--- config.mk ---
export PLATFORM = sky130hd
export DESIGN_NAME = branch_q
export DESIGN_NICKNAME = d
export VERILOG_FILES = /design/src/rtl/branch_q.sv
export SDC_FILE = /design/constraint.sdc
export NUM_CORES = 1
export LEC_CHECK = 0
export CAP_MARGIN = 20
export CORE_AREA = 2 2 303 305
export CTS_CLUSTER_DIAMETER = 50
export DETAILED_ROUTE_END_ITERATION = 8
export DIE_AREA = 0 0 305 307
export SLEW_MARGIN = 20
export SYNTH_ARGS = -nofsm -noshare
export SYNTH_HDL_FRONTEND = slang
export SYNTH_SLANG_ARGS = --single-unit
--- constraint.sdc ---
create_clock -name clk -period 11.24 [get_ports clk]
set_input_delay 2.248 -clock clk [delete_from_list [all_inputs] [get_ports clk]]
set_output_delay 2.248 -clock clk [all_outputs]
set_load 0.1 [all_outputs]
--- src/rtl/branch_q.sv ---
// Branch resolution unit: compares operands one cycle after issue, returns the
// link value to writeback and queues mispredict redirects for commit.
module branch_q #(
    parameter int RV         = 64,
    parameter int NHART      = 1,
    parameter int LNHART     = 1,
    parameter int BDEC       = 4,
    parameter int NCOMMIT    = 32,
    parameter int LNCOMMIT   = 5,
    parameter int DEPTH      = 4,
    parameter int LDEPTH     = 2,
    parameter int CNTRL_SIZE = 7
) (
    input  logic                  clk,
    input  logic                  reset,
    input  logic                  enable,
    input  logic [CNTRL_SIZE-1:0] control,
    input  logic [LNHART-1:0]     hart,
    input  logic [RV-1:0]         r1,
    input  logic [RV-1:0]         r2,
    input  logic [31:0]           immed,
    input  logic [RV-2:0]         pc,
    input  logic [RV-2:0]         branch_dest,
    input  logic [LNCOMMIT-1:0]   rd,
    input  logic                  makes_rd,
    input  logic [NCOMMIT-1:0]    commit_kill,
    output logic                  busy,
    output logic [LNCOMMIT-1:0]   res_rd,
    output logic [NHART-1:0]      res_makes_rd,
    output logic [RV-1:0]         result,
    output logic                  commit_br_valid,
    input  logic                  commit_br_ready,
    output logic [RV-2:0]         commit_br,
    output logic [LNCOMMIT-1:0]   commit_br_addr,
    output logic [LNHART-1:0]     commit_br_hart,
    output logic                  commit_br_short,
    output logic [BDEC-2:0]       commit_br_dec,
    output logic                  overflow
);
    localparam logic [LDEPTH:0]   C_FULL = (LDEPTH+1)'(DEPTH);
    localparam logic [LDEPTH+1:0] C_BUSY = (LDEPTH+2)'(DEPTH-1);

    // Stage A
    logic                r_a_valid, r_pred, r_short, r_inv, r_cjmp, r_a_makes_rd;
    logic [1:0]          r_type;
    logic [RV-2:0]       r_a_pc, r_a_dest;
    logic [31:0]         r_a_imm;
    logic [LNCOMMIT-1:0] r_a_rd;
    logic [LNHART-1:0]   r_a_hart;

    // Stage B / status
    logic                r_busy, r_overflow;
    logic [RV-1:0]       r_result;
    logic [LNCOMMIT-1:0] r_res_rd;
    logic [NHART-1:0]    r_res_makes_rd;

    // Redirect FIFO
    logic [DEPTH-1:0]    r_q_vld;
    logic [RV-2:0]       r_q_tgt  [DEPTH];
    logic [LNCOMMIT-1:0] r_q_rd   [DEPTH];
    logic [LNHART-1:0]   r_q_hart [DEPTH];
    logic                r_q_sh   [DEPTH];
    logic [BDEC-2:0]     r_q_dec  [DEPTH];
    logic [LDEPTH-1:0]   r_wr_ptr, r_rd_ptr;
    logic [LDEPTH:0]     r_count;

    logic          w_need, w_mispred, w_push, w_pop, w_disc, w_deq, w_acc, w_full;
    logic [RV-1:0] w_imm_ext, w_jr;
    logic [RV-2:0] w_pc_seq, w_pc_imm, w_target;
    logic          w_unused;

    assign w_imm_ext = RV'($signed(r_a_imm));
    assign w_pc_seq  = r_a_pc + {{(RV-3){1'b0}}, ~r_short, r_short};
    assign w_pc_imm  = r_a_pc + w_imm_ext[RV-2:0];
    assign w_jr      = r1 + w_imm_ext;
    assign w_unused  = &{1'b0, control[CNTRL_SIZE-1:6], w_jr[0]};

    always_comb begin
        w_need = (r1 == r2);
        case (r_type)
            2'd2:    w_need = ($signed(r1) < $signed(r2));
            2'd3:    w_need = (r1 < r2);
            default: w_need = (r1 == r2);
        endcase
    end

    // Conditional: the XOR is true exactly when the prediction was wrong, and
    // the redirect goes to whichever path was not predicted.
    always_comb begin
        w_mispred = 1'b0;
        w_target  = w_pc_imm;
        if (r_cjmp) begin
            w_mispred = r_pred ^ r_inv ^ w_need;
            w_target  = r_pred ? w_pc_seq : w_pc_imm;
        end else if (!r_type[0]) begin
            w_mispred = !r_pred || (w_jr[RV-1:1] != r_a_dest);
            w_target  = w_jr[RV-1:1];
        end
    end

    assign commit_br_valid = (r_count != '0) && r_q_vld[r_rd_ptr] && !commit_kill[r_q_rd[r_rd_ptr]];
    assign w_pop  = commit_br_valid & commit_br_ready;
    assign w_disc = (r_count != '0) && !r_q_vld[r_rd_ptr];
    assign w_deq  = w_pop | w_disc;
    assign w_push = r_a_valid & w_mispred & !commit_kill[r_a_rd];
    assign w_full = (r_count == C_FULL);
    // A dequeue in the same cycle frees the slot the push lands in, even when full.
    assign w_acc  = w_push & (!w_full | w_deq);

    always_ff @(posedge clk) begin
        if (reset) begin
            r_a_valid      <= 1'b0;
            r_pred         <= 1'b0;
            r_short        <= 1'b0;
            r_inv          <= 1'b0;
            r_cjmp         <= 1'b0;
            r_type         <= '0;
            r_a_makes_rd   <= 1'b0;
            r_a_pc         <= '0;
            r_a_dest       <= '0;
            r_a_imm        <= '0;
            r_a_rd         <= '0;
            r_a_hart       <= '0;
            r_busy         <= 1'b0;
            r_overflow     <= 1'b0;
            r_result       <= '0;
            r_res_rd       <= '0;
            r_res_makes_rd <= '0;
            r_q_vld        <= '0;
            r_wr_ptr       <= '0;
            r_rd_ptr       <= '0;
            r_count        <= '0;
            for (int i = 0; i < DEPTH; i++) begin
                r_q_tgt[i]  <= '0;
                r_q_rd[i]   <= '0;
                r_q_hart[i] <= '0;
                r_q_sh[i]   <= 1'b0;
                r_q_dec[i]  <= '0;
            end
        end else begin
            r_a_valid    <= enable & !commit_kill[rd];
            r_pred       <= control[5];
            r_short      <= control[4];
            r_inv        <= control[3];
            r_type       <= control[2:1];
            r_cjmp       <= control[0];
            r_a_makes_rd <= makes_rd;
            r_a_pc       <= pc;
            r_a_dest     <= branch_dest;
            r_a_imm      <= immed;
            r_a_rd       <= rd;
            r_a_hart     <= hart;

            // Counts the op in stage A so the issue already in flight still fits.
            r_busy <= ({1'b0, r_count} + {{(LDEPTH+1){1'b0}}, r_a_valid}) >= C_BUSY;

            if (r_a_valid) begin
                r_result <= {w_pc_seq, 1'b0};
                r_res_rd <= r_a_rd;
            end
            r_res_makes_rd <= (r_a_valid & r_a_makes_rd) ? (NHART'(1) << r_a_hart) : '0;

            for (int i = 0; i < DEPTH; i++)
                if (r_q_vld[i] && commit_kill[r_q_rd[i]]) r_q_vld[i] <= 1'b0;

            if (w_deq) begin
                r_q_vld[r_rd_ptr] <= 1'b0;
                r_rd_ptr          <= r_rd_ptr + LDEPTH'(1);
            end
            if (w_acc) begin
                r_q_vld[r_wr_ptr]  <= 1'b1;
                r_q_tgt[r_wr_ptr]  <= w_target;
                r_q_rd[r_wr_ptr]   <= r_a_rd;
                r_q_hart[r_wr_ptr] <= r_a_hart;
                r_q_sh[r_wr_ptr]   <= r_short;
                r_q_dec[r_wr_ptr]  <= r_a_pc[BDEC-2:0];
                r_wr_ptr           <= r_wr_ptr + LDEPTH'(1);
            end
            if (w_push && !w_acc) r_overflow <= 1'b1;

            r_count <= r_count + {{LDEPTH{1'b0}}, w_acc} - {{LDEPTH{1'b0}}, w_deq};
        end
    end

    assign busy            = r_busy;
    assign overflow        = r_overflow;
    assign result          = r_result;
    assign res_rd          = r_res_rd;
    assign res_makes_rd    = r_res_makes_rd;
    assign commit_br       = r_q_tgt[r_rd_ptr];
    assign commit_br_addr  = r_q_rd[r_rd_ptr];
    assign commit_br_hart  = r_q_hart[r_rd_ptr];
    assign commit_br_short = r_q_sh[r_rd_ptr];
    assign commit_br_dec   = r_q_dec[r_rd_ptr];
endmodule

==> out/metrics.cfg <==
[outcome]
status=completed

[synthesis]
async_flop_share_pct=0
synth_area_per_cell_um2=9.775
synth_cell_types=98
syn_nets=4204
synth_top_area_cell=edfxtp_1
ys_ff_latch=548
ys.flop_type=edfxtp_1
ys_seq_area_share_pct=38.82
synth_area_mm2=0.03579
synthTopCellsByArea=edfxtp_1 (25%), dfxtp_1 (14%), mux4_2 (8.9%), ha_1 (7.1%), nor2b_1 (3.6%)
synth_edf_count=292
syn_inst=3661
yosysWarnings=0
yosysTopAreaCellShare_pct=24.50

[critical_path]
critPathCapture=r_count[2]
cp-end-kind=flop
critPathLaunch=r1[2]
cp_slowest_cell=a2111oi_0
critPathMaxFanout=8
start_kind=input pin
worstPathArrival_ns=9.15
rr_worst_depth=20
crit_path_max_incr_delay_ns=0.85
r2r-end=r_count[2]
crit_top_cell=ha_1
crit_type=in -> reg
required_ns=11.73
rrSetupSlack_ns=4.33
timing.rr.start=r_a_imm[7]
critical_path.cell_chain=clkdlybuf4s50_1, ha_1, a21oi_1, a211oi_1, o31ai_1, nand2_1, a21oi_1, xor2_1, xnor2_1, a2111oi_0, nand4_1, nor4b_2, nand4_2, nand2_1, ha_1, inv_1, ha_1, inv_1, fa_1, xnor2_1, nor2_1

[hold_path]
holdPathStages=1
hp-class=reg -> reg

[cts]
cts_resized=0
clk_latency_ns=0.63
post_cts_buffers=0
cts.sinks=548
cts.clk_slew.worst_paths_ns=0.06
cts-root-buf=clkbuf_16
h-tree-depth=3
cts_tree=built
clk_path_buf_depth=3
ctsHoldBuffers=0
numCtsBuffers=69

[floorplan]
core_area_mm2=0.09069
fp.dieH_um=307
initial_utilization_pct=39.46
die_w_um=305
rows=111
die_area_mm2=0.09364
ios=482

[place]
pre_cts_ws_ns=1.845
gp_congestion=0.9843
io_buffers=479
dpl.hpwl_um=100500

[timing]
hold-worst-slack_ns=0.4374
post-route-period-util_pct=77.11
fin_skew_ns=0.02663
finalSetupViolCount=0
finalCriticalPeriod_ns=8.667
rsz0062_at_grt=false
hold_viol_final=0
relSlewSlack_pct=20.67
fmax_ghz=0.1154
maxSlewViolCount=0
fin_setup_tns_ns=0
worstMarginPinSlew_ns=1.186
worst_slack_ns=2.573

[detailed_routing]
route.detailed.drc=0
vias_per_cell=5.803
wl_met2_um=60840
drt_first_pass_iters=6
vias=30530
wl_met3_um=10910
drt-met1-wl_um=54410
drt_iter0_drc=2930
drtAntennaViolNets=0
wire_per_inst_um=24.84
top_layer=met5
routed_wl_um=130700

[global_routing]
grt_max_degree=177
antenna_found_initial=3
grt_usage_pct=27.17
grt_pass1_vias=29680
grt_pass1_wl_um=191000
grt_overflow=0

[pwr]
ir_drop_mv=0.1774
powerDensity_mw_per_mm2=174.0
total_leakage_power_nw=16.44

[layout]
layout-drive-gt1-share_pct=8.544
final_cell_mix=clkdlybuf4s50_1 (476), nor2_1 (325), edfxtp_1 (292)
synthToLayoutAreaGrowth_pct=22.12
nFillCells=8628
fin_nets=4562
final_common_cell=clkdlybuf4s50_1

[flow_run]
cap_violations=0

[per-stage QoR]
stage | utilization, % | instances | power, mW | instance area, um^2
2_1_floorplan | - | 3661 | 4.482 | 35790
3_3_place_gp | 45.58 | 5133 | 5.364 | 41340
3_5_place_dp | 45.58 | 5133 | 5.372 | 41340
4_1_cts | 48.17 | 5258 | 7.651 | 43690
5_1_grt | 48.19 | 5260 | 7.873 | 43700
6_report | 48.19 | 5261 | 7.603 | 43700
[final cells by class]
class | instances | area [um^2] | share of cell area [%]
inverter | 128 | 480.5 | 1.099
sequential | 548 | 13910 | 31.83
clock buffer | 84 | 1833 | 4.194
clock inverter | 41 | 516.7 | 1.182
timing repair buffer | 511 | 5127 | 11.73
multi-input combinational | 2761 | 20350 | 46.56
antenna | 2 | 5.005 | 0.01145
tap | 1186 | 1484 | 3.395
[registers in the layout, summed over array words and instances (netlist names), 2 cells and up, named ones only]
register and cells:
r_a_dest 63, r_a_imm 32, r_a_pc 63, r_a_rd 5
r_count 3, r_q_dec 12, r_q_hart 4, r_q_rd 20
r_q_sh 4, r_q_tgt 252, r_q_vld 4, r_rd_ptr 2
r_type 2, r_wr_ptr 2, res_rd 5, result 63
[synth_stat cells, drive strengths merged, types with 19 or more instances]
master	count
xnor2	135
xor2	94
edfxtp	292
dfxtp	256
nand4	77
clkbuf	140
a31oi	30
nor3	252
mux2i	50
nand2	256
and3	41
nor4	22
buf	84
mux4	142
nor2	327
o21a	21
a21oi	215
inv	126
o21bai	24
o21ai	160
nor2b	205
and2	19
a211oi	68
a21o	93
o211ai	31
nand3	62
ha	203
[cell families after synthesis]
family / Yosys count / share of synthesized area, %
AO/OA/AOI/OAI: 772 / 14.07
XOR/XNOR: 232 / 5.797
adder cells (fa/ha/maj): 207 / 7.321
buffers and inverters: 352 / 4.447
flip-flops: 548 / 38.82
multiplexers: 197 / 10.49
other: 1 / 0.01048
AND/OR/NAND/NOR: 1352 / 19.04
[per-layer routing]
metal | vias up | global-route usage, %
met1 | 14730 | 35.49
met4 | 2 | 9.383
met3 | 214 | 5.534
met5 | - | 0
li1 | 14290 | -
met2 | 1296 | 44.77
[critical path, delay by kind of cell]
| family | cells | cell delay [ns] |
|---|---|---|
| AO/OA/AOI/OAI | 5 | 2.24 |
| XOR/XNOR | 3 | 0.86 |
| adder cells (fa/ha/maj) | 4 | 1.21 |
| buffers and inverters | 3 | 0.61 |
| AND/OR/NAND/NOR | 6 | 1.97 |
[worst min path at each step]
| stage | slack (ns) | end | from |
|---|---|---|---|
| after floorplan | 0.40 | res_makes_rd | r_a_hart |
| after global placement | 0.43 | res_makes_rd | r_a_hart |
| after detailed placement | 0.42 | res_makes_rd | r_a_hart |
| after CTS | 0.43 | res_makes_rd | r_a_hart |
| after global routing | 0.45 | res_makes_rd | r_a_hart |
| final | 0.44 | res_makes_rd | r_a_hart |
[where the power goes]
part	leakage [nW]	switching (mW)	internal, mW
registers	5.15	0.153	2.22
clock network	1.14	0.921	1.35
logic	10.2	2.03	0.930
(Power assumes the default switching activity.)
